[src/rtl/fu_pkg.sv]
// fu_pkg: shared writeback widths, flag indices and buffer entry type
package fu_pkg;
  localparam int DATA_W = 32;
  localparam int ADDR_W = 5;
  localparam int FLG_Z = 3;
  localparam int FLG_C = 2;
  localparam int FLG_N = 1;
  localparam int FLG_V = 0;
  typedef struct packed {
    logic [DATA_W-1:0] f;
    logic [3:0]        zcnv;
    logic [ADDR_W-1:0] da;
    logic              wr;
    logic              fl;
  } wb_entry_t;
  // R0 is hardwired, so writes to it never reach the register file
  function automatic logic rf_wr_en(wb_entry_t e);
    return e.wr && (e.da != '0);
  endfunction
endpackage

[src/rtl/fu_writeback_stage_if.sv]
// fu_writeback_stage_if: function-unit input, register-file output and status/forwarding bus
interface fu_writeback_stage_if;
  logic                      IN_VALID;
  logic                      IN_READY;
  logic [fu_pkg::DATA_W-1:0] F_IN;
  logic [3:0]                ZCNV_IN;
  logic [fu_pkg::ADDR_W-1:0] DA_IN;
  logic                      WR_IN;
  logic                      FL_IN;
  logic                      OUT_READY;
  logic                      RF_WR;
  logic [fu_pkg::ADDR_W-1:0] RF_DA;
  logic [fu_pkg::DATA_W-1:0] RF_D;
  logic [3:0]                STATUS;
  logic [1:0]                COUNT;
  logic                      FWD_VALID;
  logic [fu_pkg::ADDR_W-1:0] FWD_DA;
  logic [fu_pkg::DATA_W-1:0] FWD_D;
  modport master (
    output IN_VALID, F_IN, ZCNV_IN, DA_IN, WR_IN, FL_IN, OUT_READY,
    input  IN_READY, RF_WR, RF_DA, RF_D, STATUS, COUNT, FWD_VALID, FWD_DA, FWD_D
  );
  modport slave (
    input  IN_VALID, F_IN, ZCNV_IN, DA_IN, WR_IN, FL_IN, OUT_READY,
    output IN_READY, RF_WR, RF_DA, RF_D, STATUS, COUNT, FWD_VALID, FWD_DA, FWD_D
  );
endinterface

[src/rtl/fu_writeback_stage_wb_fifo2.sv]
// wb_fifo2: two-entry FIFO of writeback entries; tail port exists only with FU_WB_FWD_EN
module wb_fifo2
  import fu_pkg::*;
(
  input  logic       clk,
  input  logic       rst,
  input  logic       push_i,
  input  logic       pop_i,
  input  wb_entry_t  din_i,
  output wb_entry_t  head_o,
`ifdef FU_WB_FWD_EN
  output wb_entry_t  tail_o,
`endif
  output logic [1:0] count_o
);
  logic       do_push, do_pop;
  logic       wr_q, rd_q;
  logic [1:0] count_q, count_d;
  wb_entry_t  mem_q [2];
  // overflow and underflow requests are dropped here so count never leaves 0..2
  always_comb begin
    do_push = push_i && (count_q != 2'd2);
    do_pop  = pop_i && (count_q != 2'd0);
    count_d = count_q + {1'b0, do_push} - {1'b0, do_pop};
  end
  // pointers and occupancy, 1-bit pointers wrap modulo 2
  always_ff @(posedge clk) begin
    if (rst) begin
      wr_q    <= 1'b0;
      rd_q    <= 1'b0;
      count_q <= 2'd0;
    end else begin
      wr_q    <= wr_q ^ do_push;
      rd_q    <= rd_q ^ do_pop;
      count_q <= count_d;
    end
  end
  // storage needs no reset: contents are only observed through count
  always_ff @(posedge clk) begin
    if (do_push) mem_q[wr_q] <= din_i;
  end
  assign head_o  = mem_q[rd_q];
`ifdef FU_WB_FWD_EN
  assign tail_o  = mem_q[~rd_q];
`endif
  assign count_o = count_q;
endmodule

[src/rtl/fu_writeback_stage.sv]
// fu_writeback_stage: skid-buffered writeback to the register file and status commit; forwarding via FU_WB_FWD_EN
module fu_writeback_stage
  import fu_pkg::*;
(
  input logic                 CLK,
  input logic                 RESET,
  fu_writeback_stage_if.slave bus
);
  logic       live, hv, push, pop;
  logic [1:0] count;
  logic [3:0] status_q, status_d;
  wb_entry_t  din, head;
`ifdef FU_WB_FWD_EN
  wb_entry_t  tail;
  logic       tail_ok, head_ok;
`endif
  // handshake and status next-state; everything observable is blanked while RESET is high
  always_comb begin
    live     = !RESET;
    hv       = count != 2'd0;
    din      = '{f: bus.F_IN, zcnv: bus.ZCNV_IN, da: bus.DA_IN, wr: bus.WR_IN, fl: bus.FL_IN};
    push     = bus.IN_VALID && bus.IN_READY;
    pop      = live && hv && bus.OUT_READY;
    status_d = (pop && head.fl) ? {head.zcnv[FLG_Z], head.zcnv[FLG_C], head.zcnv[FLG_N], head.zcnv[FLG_V]} : status_q;
  end
  wb_fifo2 u_fifo (
    .clk     (CLK),
    .rst     (RESET),
    .push_i  (push),
    .pop_i   (pop),
    .din_i   (din),
    .head_o  (head),
`ifdef FU_WB_FWD_EN
    .tail_o  (tail),
`endif
    .count_o (count)
  );
  // architectural status register, committed as flag-setting entries retire
  always_ff @(posedge CLK) begin
    if (RESET) status_q <= 4'b0000;
    else       status_q <= status_d;
  end
  // register-file port shows the head entry, zeroed when empty or in reset
  always_comb begin
    bus.IN_READY = live && (count != 2'd2);
    bus.COUNT    = live ? count : 2'd0;
    bus.STATUS   = live ? status_q : 4'b0000;
    bus.RF_WR    = live && hv && rf_wr_en(head);
    bus.RF_DA    = (live && hv) ? head.da : '0;
    bus.RF_D     = (live && hv) ? head.f : '0;
  end
`ifdef FU_WB_FWD_EN
  // youngest pending register write wins; the tail is only valid when full
  always_comb begin
    tail_ok       = live && (count == 2'd2) && rf_wr_en(tail);
    head_ok       = live && hv && rf_wr_en(head);
    bus.FWD_VALID = tail_ok || head_ok;
    bus.FWD_DA    = tail_ok ? tail.da : head_ok ? head.da : '0;
    bus.FWD_D     = tail_ok ? tail.f : head_ok ? head.f : '0;
  end
`else
  // forwarding disabled: ports kept for a uniform interface
  always_comb begin
    bus.FWD_VALID = 1'b0;
    bus.FWD_DA    = '0;
    bus.FWD_D     = '0;
  end
`endif
endmodule

[src/flat_wrapper.sv]
// flat-port wrapper written by rule: the top's interface ports become plain ports
module fu_writeback_stage_flat import fu_pkg::*;
  (CLK, RESET, bus_IN_VALID, bus_F_IN, bus_ZCNV_IN, bus_DA_IN, bus_WR_IN, bus_FL_IN, bus_OUT_READY, bus_IN_READY, bus_RF_WR, bus_RF_DA, bus_RF_D, bus_STATUS, bus_COUNT, bus_FWD_VALID, bus_FWD_DA, bus_FWD_D);
  fu_writeback_stage_if bus_i ();
  input logic CLK;
  input logic RESET;
  input wire logic [$bits(bus_i.IN_VALID)-1:0] bus_IN_VALID;
  input wire logic [$bits(bus_i.F_IN)-1:0] bus_F_IN;
  input wire logic [$bits(bus_i.ZCNV_IN)-1:0] bus_ZCNV_IN;
  input wire logic [$bits(bus_i.DA_IN)-1:0] bus_DA_IN;
  input wire logic [$bits(bus_i.WR_IN)-1:0] bus_WR_IN;
  input wire logic [$bits(bus_i.FL_IN)-1:0] bus_FL_IN;
  input wire logic [$bits(bus_i.OUT_READY)-1:0] bus_OUT_READY;
  output wire logic [$bits(bus_i.IN_READY)-1:0] bus_IN_READY;
  output wire logic [$bits(bus_i.RF_WR)-1:0] bus_RF_WR;
  output wire logic [$bits(bus_i.RF_DA)-1:0] bus_RF_DA;
  output wire logic [$bits(bus_i.RF_D)-1:0] bus_RF_D;
  output wire logic [$bits(bus_i.STATUS)-1:0] bus_STATUS;
  output wire logic [$bits(bus_i.COUNT)-1:0] bus_COUNT;
  output wire logic [$bits(bus_i.FWD_VALID)-1:0] bus_FWD_VALID;
  output wire logic [$bits(bus_i.FWD_DA)-1:0] bus_FWD_DA;
  output wire logic [$bits(bus_i.FWD_D)-1:0] bus_FWD_D;
  assign bus_i.IN_VALID = bus_IN_VALID;
  assign bus_i.F_IN = bus_F_IN;
  assign bus_i.ZCNV_IN = bus_ZCNV_IN;
  assign bus_i.DA_IN = bus_DA_IN;
  assign bus_i.WR_IN = bus_WR_IN;
  assign bus_i.FL_IN = bus_FL_IN;
  assign bus_i.OUT_READY = bus_OUT_READY;
  assign bus_IN_READY = bus_i.IN_READY;
  assign bus_RF_WR = bus_i.RF_WR;
  assign bus_RF_DA = bus_i.RF_DA;
  assign bus_RF_D = bus_i.RF_D;
  assign bus_STATUS = bus_i.STATUS;
  assign bus_COUNT = bus_i.COUNT;
  assign bus_FWD_VALID = bus_i.FWD_VALID;
  assign bus_FWD_DA = bus_i.FWD_DA;
  assign bus_FWD_D = bus_i.FWD_D;
  fu_writeback_stage u_core (.CLK(CLK), .RESET(RESET), .bus(bus_i));
endmodule
[config.mk]
export PLATFORM = sky130hd
export DESIGN_NAME = fu_writeback_stage_flat
export DESIGN_NICKNAME = d
export VERILOG_FILES = /design/src/rtl/fu_pkg.sv /design/src/rtl/fu_writeback_stage_if.sv /design/src/rtl/fu_writeback_stage_wb_fifo2.sv /design/src/rtl/fu_writeback_stage.sv /design/src/flat_wrapper.sv
export SDC_FILE = /design/constraint.sdc
export NUM_CORES = 1
export LEC_CHECK = 0
export ABC_AREA = 1
export CORE_ASPECT_RATIO = 0.5
export CORE_MARGIN = 2
export CORE_UTILIZATION = 41
export CTS_CLUSTER_SIZE = 25
export DETAILED_ROUTE_END_ITERATION = 16
export GPL_TIMING_DRIVEN = 1
export HOLD_SLACK_MARGIN = 0.15
export MAX_ROUTING_LAYER = met4
export PLACE_DENSITY = 0.78
export SLEW_MARGIN = 25
export SYNTH_ARGS = -nofsm -noshare
export SYNTH_HDL_FRONTEND = slang
export SYNTH_SLANG_ARGS = --single-unit
[constraint.sdc]
create_clock -name CLK -period 2.7 [get_ports CLK]
set_input_delay 0.27 -clock CLK [delete_from_list [all_inputs] [get_ports CLK]]
set_output_delay 0.27 -clock CLK [all_outputs]
set_load 0.01 [all_outputs]
==> After elaboration in Yosys (flattened, before gate mapping) <==
Memories as Yosys holds them, arrays and structs flattened. A register that Yosys moved wholly into a read port is not among the register bits.
Cells that the tools add are included.
Widths: inputs -> output; s select.
{ "totals": {"memories": 1, "output_inout_bits": 83, "ramBits": 86, "latch_bits": 0, "romBits": 0, "ff_bits": 8} }
{ "memory_table": {"columns": ["memory", "words", "word_bits", "read_ports", "rd_ports_with_merged_regs", "wr", "line_no", "text"], "rows": [
  ["u_core.u_fifo.mem_q", 2, 43, 1, 1, 1, "fu_writeback_stage_wb_fifo2.sv:19", "wb_entry_t mem_q [2];"]
]} }
{ "classes": {"n_shift": 0, "n_mul": 0, "bitwise_logic": 2, "n_addsub": 2, "mux": 7, "n_reduce_logical": 12, "n_eq_ne": 1, "div": 0, "magnitude_cmp": 0} }
{ "op_table": {"columns": ["cell", "n"], "rows": [
  ["$mux 32", 1],
  ["$logic_and 1x1->1", 9],
  ["$mux 5", 1],
  ["$reduce_bool 5->1", 1],
  ["$mux 4", 1],
  ["$mux 1", 3],
  ["$add 2x1->2", 1],
  ["$mux 2", 1],
  ["$ne 2x2->1 const B", 1],
  ["$reduce_bool 2->1", 1],
  ["$sub 2x1->2", 1],
  ["$xor 1x1->1", 2],
  ["$logic_not 1->1", 1]
]} }

==> Longest topological paths before layout <==
Gate-level depths: netlist of run 1.
{ "depth": {"ltp_word": 6, "mapped_depth": 10} }

==> Hierarchy <==
A second synthesis of run 1 with hierarchy kept.
{ "hier_totals": {"hier_cells": 419, "area_unflattened_um2": 4275.4} }
{ "by_module_without_submodules": {"columns": ["module", "area_per_inst_um2", "seq_area_each_um2", "n_inst", "cells_each"], "rows": [
  ["wb_fifo2", 3388.2, 2662.6, 1, 257],
  ["fu_writeback_stage", 887.1, 80.1, 1, 162]
]} }

==> Least setup slack after synthesis of run 1 <==
Ideal clock, no wire load.
{ "synth_path": {"path_type": "register to register", "from": "register u_core.u_fifo.count_q[0], in the netlist u_core.u_fifo.count_o[0]", "to": "memory u_core.u_fifo.mem_q[0][0] (netlist bit), enable pin", "stages_incl_launch_ff": 6, "arrival_ps": 1936, "path_slack_ps": 360, "n_path_buf": 0, "path_cell_list": "dfxtp_1 inv_1 a21oi_1 nand2_1 inv_1 ha_1"} }
{ "synth_between": {"elab_chain_cells": 6} }
{ "synth_lines": {"columns": ["item", "line_no", "text"], "rows": [
  ["start: declaration", "fu_writeback_stage_wb_fifo2.sv:18", "logic [1:0] count_q, count_d;"],
  ["start signal: assignment", "fu_writeback_stage_wb_fifo2.sv:35", "count_q <= count_d;"],
  ["$ne 2x2->1", "fu_writeback_stage.sv:45", "bus.IN_READY = live && (count != 2'd2);"],
  ["$logic_and 1x1->1", "fu_writeback_stage.sv:45", null],
  ["net bus_IN_READY", "flat_wrapper.sv:14", "output wire logic [$bits(bus_i.IN_READY)-1:0] bus_IN_READY;"],
  ["$logic_and 1x1->1", "fu_writeback_stage.sv:22", "push = bus.IN_VALID && bus.IN_READY;"],
  ["$logic_and 1x1->1", "fu_writeback_stage_wb_fifo2.sv:22", "do_push = push_i && (count_q != 2'd2);"],
  ["$mux 1", "fu_writeback_stage_wb_fifo2.sv:40", "if (do_push) mem_q[wr_q] <= din_i;"],
  ["$mux 1 (implied by the code)", "fu_writeback_stage_wb_fifo2.sv:40", null],
  ["end: declaration", "fu_writeback_stage_wb_fifo2.sv:19", null]
]} }
The timed path passes the listed nets, and every way through them passes these cells.

==> flow_summary_export.csv, run 1 <==
group,metric,value,unit
status,status,"completed",
clock_network,htreeDepth,3,
clock_network,path_clk_slew,60,ps
global_route,grt_first_pass_wirelength,11520,um
logic_synthesis,syn_area,4168,sq um
detailed_routing,antenna_left,0,
timing,final_hold_viol_count,0,
clock_network,post_cts_buffers,0,
worst_setup_path,worstPathCellList,"inv_2 -> buf_4 -> o211ai_1 -> nor2_1 -> clkdlybuf4s50_1",
global_route,grt.total_usage,0.1414,
worst_setup_path,cp_max_fo,21,
placed_design,place_ws,357.2,ps
clock_network,ctsResizeCount,0,
placed_design,dpl.hpwl,5179,um
floorplan,die_h,75.29,um
floorplan,rows,25,
logic_synthesis,synth_xor_xnor_area_share,0.002101,
global_route,overflow,0,
final_layout,n_antenna_cell,0,
final_layout,fin_nets,548,
clock_network,cts_sinks,94,
timing,skew,4.652,ps
power,totalPowerFinal,3.322,mW
detailed_routing,wire_per_inst,11.92,um
worst_setup_path,end_kind,"output port",
detailed_routing,drt_pre_antenna_iters,4,
timing,timing.final.ws_setup,369.5,ps
timing,fin_crit_sh,0.8631,
power,max-vdd-ir-drop,290.7,uV
logic_synthesis,synth_mux_area_frac,0,
detailed_routing,wirelength,7544,um
final_layout,nFillCells,814,
power,powerDensity,617.9,nW/um^2
detailed_routing,vias_per_cell,4.242,
global_route,grt_max_degree,47,
worst_setup_path,cp-start-kind,"register",
clock_network,cts_buffers,9,
logic_synthesis,synth.yosys.seq_area_share,0.6581,
logic_synthesis,synth_warnings,0,
logic_synthesis,synthCells,401,
floorplan,start_util,0.4312,
worst_setup_path,slowest_delay,560,ps
timing,period_minus_slack,2330,ps
worst_setup_path,criticalPathCategory,"register to output port",
final_layout,layout-drive-gt1-share,0.05422,
global_route,grt_pass1_vias,2425,
global_route,antenna_found_initial,0,
worst_setup_path,crit_slowest_cell,"clkdlybuf4s50_1",
detailed_routing,num_vias,2685,
floorplan,die_w,146.6,um
clock_network,clk_root_buffer_cell,"clkbuf_16",
run,cap_violations,0,
detailed_routing,drc,0,
worst_setup_path,crit_family,"buffers and inverters",
floorplan,pin_count,130,
logic_synthesis,ys_types,24,
logic_synthesis,syn_avg_cell_area,10.39,sq um
floorplan,core-area,9666,sq um
logic_synthesis,synth_fa_ha_area_frac,0.01201,
worst_setup_path,path_buf_inv,3,
placed_design,io_buffers,91,
placed_design,place.gp.congestion,0.7574,
timing,drv_slew,0,
detailed_routing,drt-initial-drc-count,181,
final_layout,area_growth,29.00,%
logic_synthesis,yosys.area_share.simple,0.1855,
logic_synthesis,synth_compound_area_frac,0.009006,
worst_setup_path,cp.required,2430,ps
clock_network,cts_tree,"yes",
clock_network,cts_hold_buffers,0,
power,p_leak,2.375,nW
worst_hold_path,hold_path.class,"input port to register",
worst_setup_path,arrival,2060,ps
timing,rsz0062_at_grt,"false",
floorplan,die_area,11040,sq um
logic_synthesis,ys_ff_latch,94,
timing,max_freq,429.1,MHz
timing,finalSetupViolations,0,
clock_network,clk_latency,330,ps
final_layout,post-route-util,0.5562,
logic_synthesis,synth_top_family_by_area,"simple AND/OR/NAND/NOR gates",
clock_network,cts.path.max_buffers,2,
timing,setup-tns-final,0,ps
cell type report:
class | count | area [sq um] | share of cell area
well taps | 135 | 168.9 | 0.03142
clock inverters | 3 | 16.27 | 0.003025
repair buffers | 99 | 1021 | 0.1899
inverters | 49 | 183.9 | 0.03421
multi-input cells | 244 | 1017 | 0.1892
flip-flops and latches | 94 | 2744 | 0.5104
clock buffers | 9 | 225.2 | 0.04189
power breakdown:
part	internal (mW)	leakage [nW]	total [mW]	switching (mW)
Clock	0.597	0.117	1.07	0.471
Sequential	1.67	0.854	1.69	0.0221
Combinational	0.255	1.40	0.560	0.305
Total	2.52	2.38	3.32	0.798
cell usage in the layout, fill, tap and decap left out, drive strengths merged:
cell type,Yosys,layout
nand2,160,160
clkdlybuf4s50,0,91
edfxtp,86,86
inv,49,49
conb,1,38
nor2,28,28
clkbuf,3,9
dfxtp,8,8
buf,48,8
o21ai,5,5
ha,4,4
or2,3,3
nand3,2,2
clkinv,0,2
a21oi,1,1
o211ai,1,1
xor2,1,1
nor3b,1,1
clkinvlp,0,1
metrics by stage:
| step | instances | instance area [sq um] | hold slack [ps] |
|---|---|---|---|
| 2_1_floorplan | 438 | 4307 | 368.9 |
| 3_3_place_gp | 621 | 5135 | 508.1 |
| 3_5_place_dp | 621 | 5135 | 518.4 |
| 4_1_cts | 633 | 5376 | 504.6 |
| 5_1_grt | 633 | 5376 | 505.7 |
| 6_report | 633 | 5376 | 516.2 |
worst paths after layout:
| check | slack [ps] | startpoint | to | cells after the start |
|---|---|---|---|---|
| min | 520 | bus_FL_IN | u_core.u_fifo.mem_q[1][0] | 1 |
| max reg2reg | 780 | u_core.u_fifo.count_o[1] | u_core.u_fifo.count_o[1] | 10 |
| max | 370 | u_core.u_fifo.rd_q | bus_RF_WR | 5 |
| min reg2reg | 530 | u_core.status_q[2] | u_core.status_q[2] | 4 |
worst register-to-register path, delay by kind of cell, from the launching register on:
kind	cells	cell delay [ps]
flip-flops	1	410
AND/OR/NAND/NOR	5	700
XOR/XNOR	1	180
buffers and inverters	2	150
adder cells (fa/ha/maj)	2	380
flip-flops by register name (all words and copies together), names as in the netlist:
name                   flops
u_core.u_fifo.wr_q         1
u_core.u_fifo.rd_q         1
u_core.u_fifo.mem_q       86
u_core.u_fifo.count_o      2
u_core.status_q            4
cells in the mapped netlist:
cell      instances  area [sq um]
conb_1            1         3.750
o21ai_0           3         15.01
dfxtp_1           8         160.2
nor2_1           26         97.59
buf_6             3         33.78
buf_2             6         30.03
nor3b_1           1         7.510
inv_2             1         3.750
nand3_1           1         5.000
a21oi_1           1         5.000
or2_2             1         6.260
o21ai_1           2         10.01
or2_1             2         12.51
buf_4            39         292.8
ha_1              4         50.05
nand3_4           1         17.52
edfxtp_1         86          2582
inv_1            48         180.2
xor2_1            1         8.760
o211ai_1          1         7.510
clkbuf_1          3         11.26
nand2_1         160         600.6
nor2_2            1         6.260
nor2_8            1         20.02
per-layer routing:
metal | part of all wire | GRT usage | vias to the layer above | routed length [um]
li1 | - | - | 1366 | -
met1 | 0.41 | 0.1586 | 1226 | 3109
met2 | 0.53 | 0.2535 | 87 | 3984
met3 | 0.052 | 0.04072 | 6 | 396
met4 | 0.0070 | 0.04315 | 0 | 53
met5 | 0 | - | - | 0
logic make-up after synthesis:
group                      count (synthesis)
AOI/OAI and AO/OA                          7
buffers and inverters                    100
adders and majority gates                  4
xor gates and xnor gates                   1
and+or+nand+nor                          194
DFF                                       94
other                                      1
Power figures use the tool's default switching activity.
==> run 2: changes to the inputs <==
- CORE_ASPECT_RATIO: 0.5 -> 0.7
- CORE_UTILIZATION: 41 -> 35
- PLACE_DENSITY: 0.78 -> 0.69
==> flow_summary_export.csv, run 2 (synthesized netlist as in run 1, its figures left out) <==
group,metric,value,unit
status,status,"completed",
power,powerDensity,626.3,nW/um^2
worst_setup_path,slowest_delay,540,ps
timing,fin_crit_sh,0.8507,
floorplan,core-area,11640,sq um
worst_setup_path,criticalPathCategory,"register to output port",
timing,max_freq,435.4,MHz
floorplan,die_w,134.4,um
final_layout,final_common_cell,"nand2_1",
power,totalPowerFinal,3.396,mW
global_route,grt_first_pass_wirelength,12770,um
worst_hold_path,hold_path.class,"input port to register",
detailed_routing,drc,0,
worst_setup_path,crit_slowest_cell,"clkdlybuf4s50_1",
final_layout,regMostFlops,"u_core.u_fifo.mem_q",
detailed_routing,wirelength,7962,um
detailed_routing,drt_pre_antenna_iters,4,
detailed_routing,vias_per_cell,4.112,
timing,period_minus_slack,2297,ps
detailed_routing,wire_per_inst,12.10,um
placed_design,dp.cells,642,
clock_network,clk_root_buffer_cell,"clkbuf_16",
detailed_routing,num_vias,2706,
worst_setup_path,cp-start-kind,"register",
global_route,overflow,0,
timing,final_hold_viol_count,0,
final_layout,fin_cells,658,
clock_network,cts_buffers,9,
timing,rsz0062_at_grt,"false",
clock_network,clk_latency,340,ps
clock_network,cts_hold_buffers,0,
floorplan,start_util,0.3579,
clock_network,path_clk_slew,70,ps
final_layout,layout-drive-gt1-share,0.05389,
final_layout,area_growth,30.08,%
final_layout,largest_reg_flops,86,
worst_setup_path,end_kind,"output port",
placed_design,io_buffers,91,
floorplan,pin_count,130,
placed_design,dpl.hpwl,5180,um
floorplan,die_h,95.30,um
final_layout,n_antenna_cell,0,
timing,skew,9.913,ps
final_layout,fin_nets,547,
global_route,grt.total_usage,0.1360,
worst_setup_path,arrival,2030,ps
power,max-vdd-ir-drop,402.7,uV
global_route,grt_max_degree,44,
global_route,antenna_found_initial,0,
timing,setup-tns-final,0,ps
timing,finalSetupViolations,0,
floorplan,die_area,12810,sq um
clock_network,cts_tree,"yes",
detailed_routing,drt-initial-drc-count,99,
timing,holdWs,507.0,ps
clock_network,ctsResizeCount,0,
placed_design,place.gp.congestion,0.7596,
worst_setup_path,crit_top_cell,"nor2_1",
worst_setup_path,worstPathCellList,"buf_4 -> or2_1 -> o21ai_0 -> nand2_1 -> nor2_1 -> nor2_1 -> clkdlybuf4s50_1",
timing,drv_slew,0,
worst_setup_path,cp_max_fo,32,
clock_network,cts.path.max_buffers,2,
clock_network,cts_sinks,94,
detailed_routing,antenna_left,0,
clock_network,htreeDepth,3,
clock_network,post_cts_buffers,0,
power,p_leak,2.387,nW
floorplan,rows,33,
final_layout,final_cell_mix,"nand2_1, clkdlybuf4s50_1, edfxtp_1",
worst_setup_path,cp.required,2430,ps
run,cap_violations,0,
global_route,grt_pass1_vias,2651,
-- run 2: area by class of cell --
| type | count | area (sq um) |
|---|---|---|
| Fill cell | 1064 | 6222 |
| Sequential cell | 94 | 2744 |
| Multi-Input combinational cell | 244 | 1017 |
| Timing Repair Buffer | 98 | 1013 |
| Clock buffer | 11 | 232.7 |
| Tap cell | 157 | 196.4 |
| Inverter | 49 | 183.9 |
| Clock inverter | 5 | 33.78 |
-- run 2: path summary, 6_finish.rpt --
kind | end | cells past startpoint | slack (ps) | startpoint
setup / recovery | bus_RF_WR | 7 | 400 | u_core.u_fifo.rd_q
hold / removal | u_core.u_fifo.mem_q[1][16] | 1 | 510 | bus_F_IN[5]
setup reg to reg | u_core.u_fifo.count_o[1] | 10 | 840 | u_core.u_fifo.count_o[1]
hold reg to reg | u_core.status_q[1] | 4 | 530 | u_core.status_q[1]
-- run 2: per-layer routing --
layer  part of all wire  track usage
met2               0.45       0.2224
met3              0.080      0.05635
met1               0.46       0.1603
met5                  0            -
met4             0.0067      0.02632
-- run 2: where the power goes --
group / internal (mW) / leakage (nW) / switching [mW] / total, mW
combinational: 0.254 / 1.40 / 0.311 / 0.565
clock: 0.625 / 0.129 / 0.513 / 1.14
sequential: 1.67 / 0.854 / 0.0216 / 1.69
total: 2.55 / 2.39 / 0.845 / 3.40
-- run 2: worst max-delay path: cells and delay by family (launching register included) --
| kind | cells | cell delay [ps] |
|---|---|---|
| AOI/OAI and AO/OA | 1 | 100 |
| buffers and inverters | 2 | 870 |
| DFF | 1 | 340 |
| and+or+nand+nor | 4 | 370 |
-- run 2: stage by stage --
stage	utilization	area, sq um	worst slack (ps)
6_report	0.4656	5421	403.0
5_1_grt	0.4656	5421	260.1
4_1_cts	0.4656	5421	368.4
3_5_place_dp	0.4427	5155	418.6
3_3_place_gp	0.4427	5155	482.9
2_1_floorplan	-	4307	359.6
==> run 3: changes to the inputs <==
- REMOVE_ABC_BUFFERS: unset -> 1
==> flow_summary_export.csv, run 3 (synthesized netlist as in run 1, its figures left out) <==
group,metric,value,unit
worst_setup_path,arrival,1980,ps
worst_setup_path,cp_max_fo,20,
clock_network,ctsResizeCount,0,
clock_network,cts.path.max_buffers,2,
global_route,grt.total_usage,0.1264,
final_layout,fin_nets,550,
floorplan,die_h,95.30,um
final_layout,regMostFlops,"u_core.u_fifo.mem_q",
timing,final_hold_viol_count,0,
global_route,overflow,0,
power,seqPwrFrac,0.490,
clock_network,post_cts_buffers,0,
detailed_routing,drc,0,
global_route,grt_pass1_vias,2465,
floorplan,pin_count,130,
floorplan,start_util,0.3579,
final_layout,largest_reg_flops,86,
worst_setup_path,end_kind,"output port",
global_route,grt_max_degree,26,
detailed_routing,vias_per_cell,4.098,
floorplan,die_area,12810,sq um
power,clockPowerShare,0.350,
final_layout,final_cell_mix,"nand2_1, clkdlybuf4s50_1, edfxtp_1",
clock_network,htreeDepth,3,
global_route,antenna_found_initial,0,
global_route,grtUsageMet1,0.1512,
timing,holdWs,517.4,ps
clock_network,path_clk_slew,60,ps
final_layout,layout-drive-gt1-share,0.06151,
power,p_leak,2.395,nW
clock_network,clk_root_buffer_cell,"clkbuf_16",
global_route,grt_first_pass_wirelength,11850,um
clock_network,cts_buffers,9,
detailed_routing,wirelength,7704,um
timing,fin_crit_sh,0.8325,
placed_design,dpl.hpwl,5409,um
clock_network,cts_tree,"yes",
detailed_routing,num_vias,2709,
timing,finalSetupViolations,0,
clock_network,cts_sinks,94,
power,max-vdd-ir-drop,338.5,uV
worst_setup_path,criticalPathCategory,"input port to output port",
worst_setup_path,cp.required,2430,ps
power,powerDensity,637.2,nW/um^2
power,power_switching,0.8312,mW
clock_network,cts_hold_buffers,0,
worst_hold_path,hold_path.class,"input port to register",
global_route,grtUsageMet3,0.04732,
run,cap_violations,0,
placed_design,place.gp.congestion,0.7250,
detailed_routing,wire_per_inst,11.66,um
floorplan,rows,33,
clock_network,clk_latency,330,ps
power,combPwrFrac,0.160,
timing,drv_slew,0,
timing,skew,3.704,ps
status,status,"completed",
timing,rsz0062_at_grt,"false",
power,totalPowerFinal,3.460,mW
timing,max_freq,444.9,MHz
timing,setup-tns-final,0,ps
detailed_routing,drt-initial-drc-count,99,
final_layout,area_growth,30.29,%
floorplan,core-area,11640,sq um
power,sw_frac_of_total,0.2402,
final_layout,n_antenna_cell,0,
worst_setup_path,cp-start-kind,"input port",
power,intPower,2.629,mW
global_route,use_met2,0.2045,
floorplan,die_w,134.4,um
timing,period_minus_slack,2248,ps
detailed_routing,drt_pre_antenna_iters,4,
placed_design,io_buffers,91,
detailed_routing,antenna_left,0,
final_layout,final_common_cell,"nand2_1",
global_route,grt.busiest_layer,"met2",
run 3: cell types whose count changed in the layout (fill, tap and decap cells not counted):
cell,delta
buf_12,-3
buf_4,+6
bufinv_16,+1
clkbuf_1,-2
clkinv_1,+1
clkinv_4,-1
clkinvlp_4,+2
inv_6,-1
run 3: worst max-delay path: stages:
cell and delay (ps):
clkdlybuf4s50_1 510, nor2_8 330, buf_12 200, nand2_1 80, inv_1 50, clkdlybuf4s50_1 520
run 3: layout make-up:
cell class | instances | area (sq um)
Clock buffer | 9 | 225.2
Clock inverter | 7 | 65.06
Fill cell | 1069 | 6213
Inverter | 49 | 183.9
Multi-Input combinational cell | 244 | 1017
Sequential cell | 94 | 2744
Tap cell | 157 | 196.4
Timing Repair Buffer | 101 | 998.5
run 3: power groups by stage:
stage,registers [mW],logic [mW],clock network (mW)
CTS,1.69,0.564,1.25
global route,1.70,0.615,1.31
global placement,1.72,0.549,0
finish,1.69,0.554,1.21
detailed placement,1.73,0.561,0
floorplan,1.73,0.261,0
run 3: through the flow:
stage          utilization  cell area [sq um]  worst slack (ps)  cells
4_1_cts             0.4664               5430             434.9    661
2_1_floorplan            -               3939             359.6    387
3_5_place_dp        0.4414               5140             377.8    645
3_3_place_gp        0.4414               5140             442.8    645
6_report            0.4664               5430             452.2    661
5_1_grt             0.4664               5430             315.8    661
run 3: worst paths after layout:
check	startpoint	to	slack (ps)	cells past startpoint
setup / recovery	RESET	bus_RF_D[11]	450	6
hold / removal	bus_ZCNV_IN[2]	u_core.u_fifo.mem_q[1][9]	520	1
setup reg to reg	u_core.u_fifo.count_o[1]	u_core.u_fifo.count_o[1]	780	10
hold reg to reg	u_core.status_q[1]	u_core.status_q[1]	520	4
run 3: layer usage:
layer	up-vias	part of all wire
li1	1372	-
met1	1223	0.45
met2	109	0.46
met3	5	0.085
met4	0	0.0049
met5	-	0
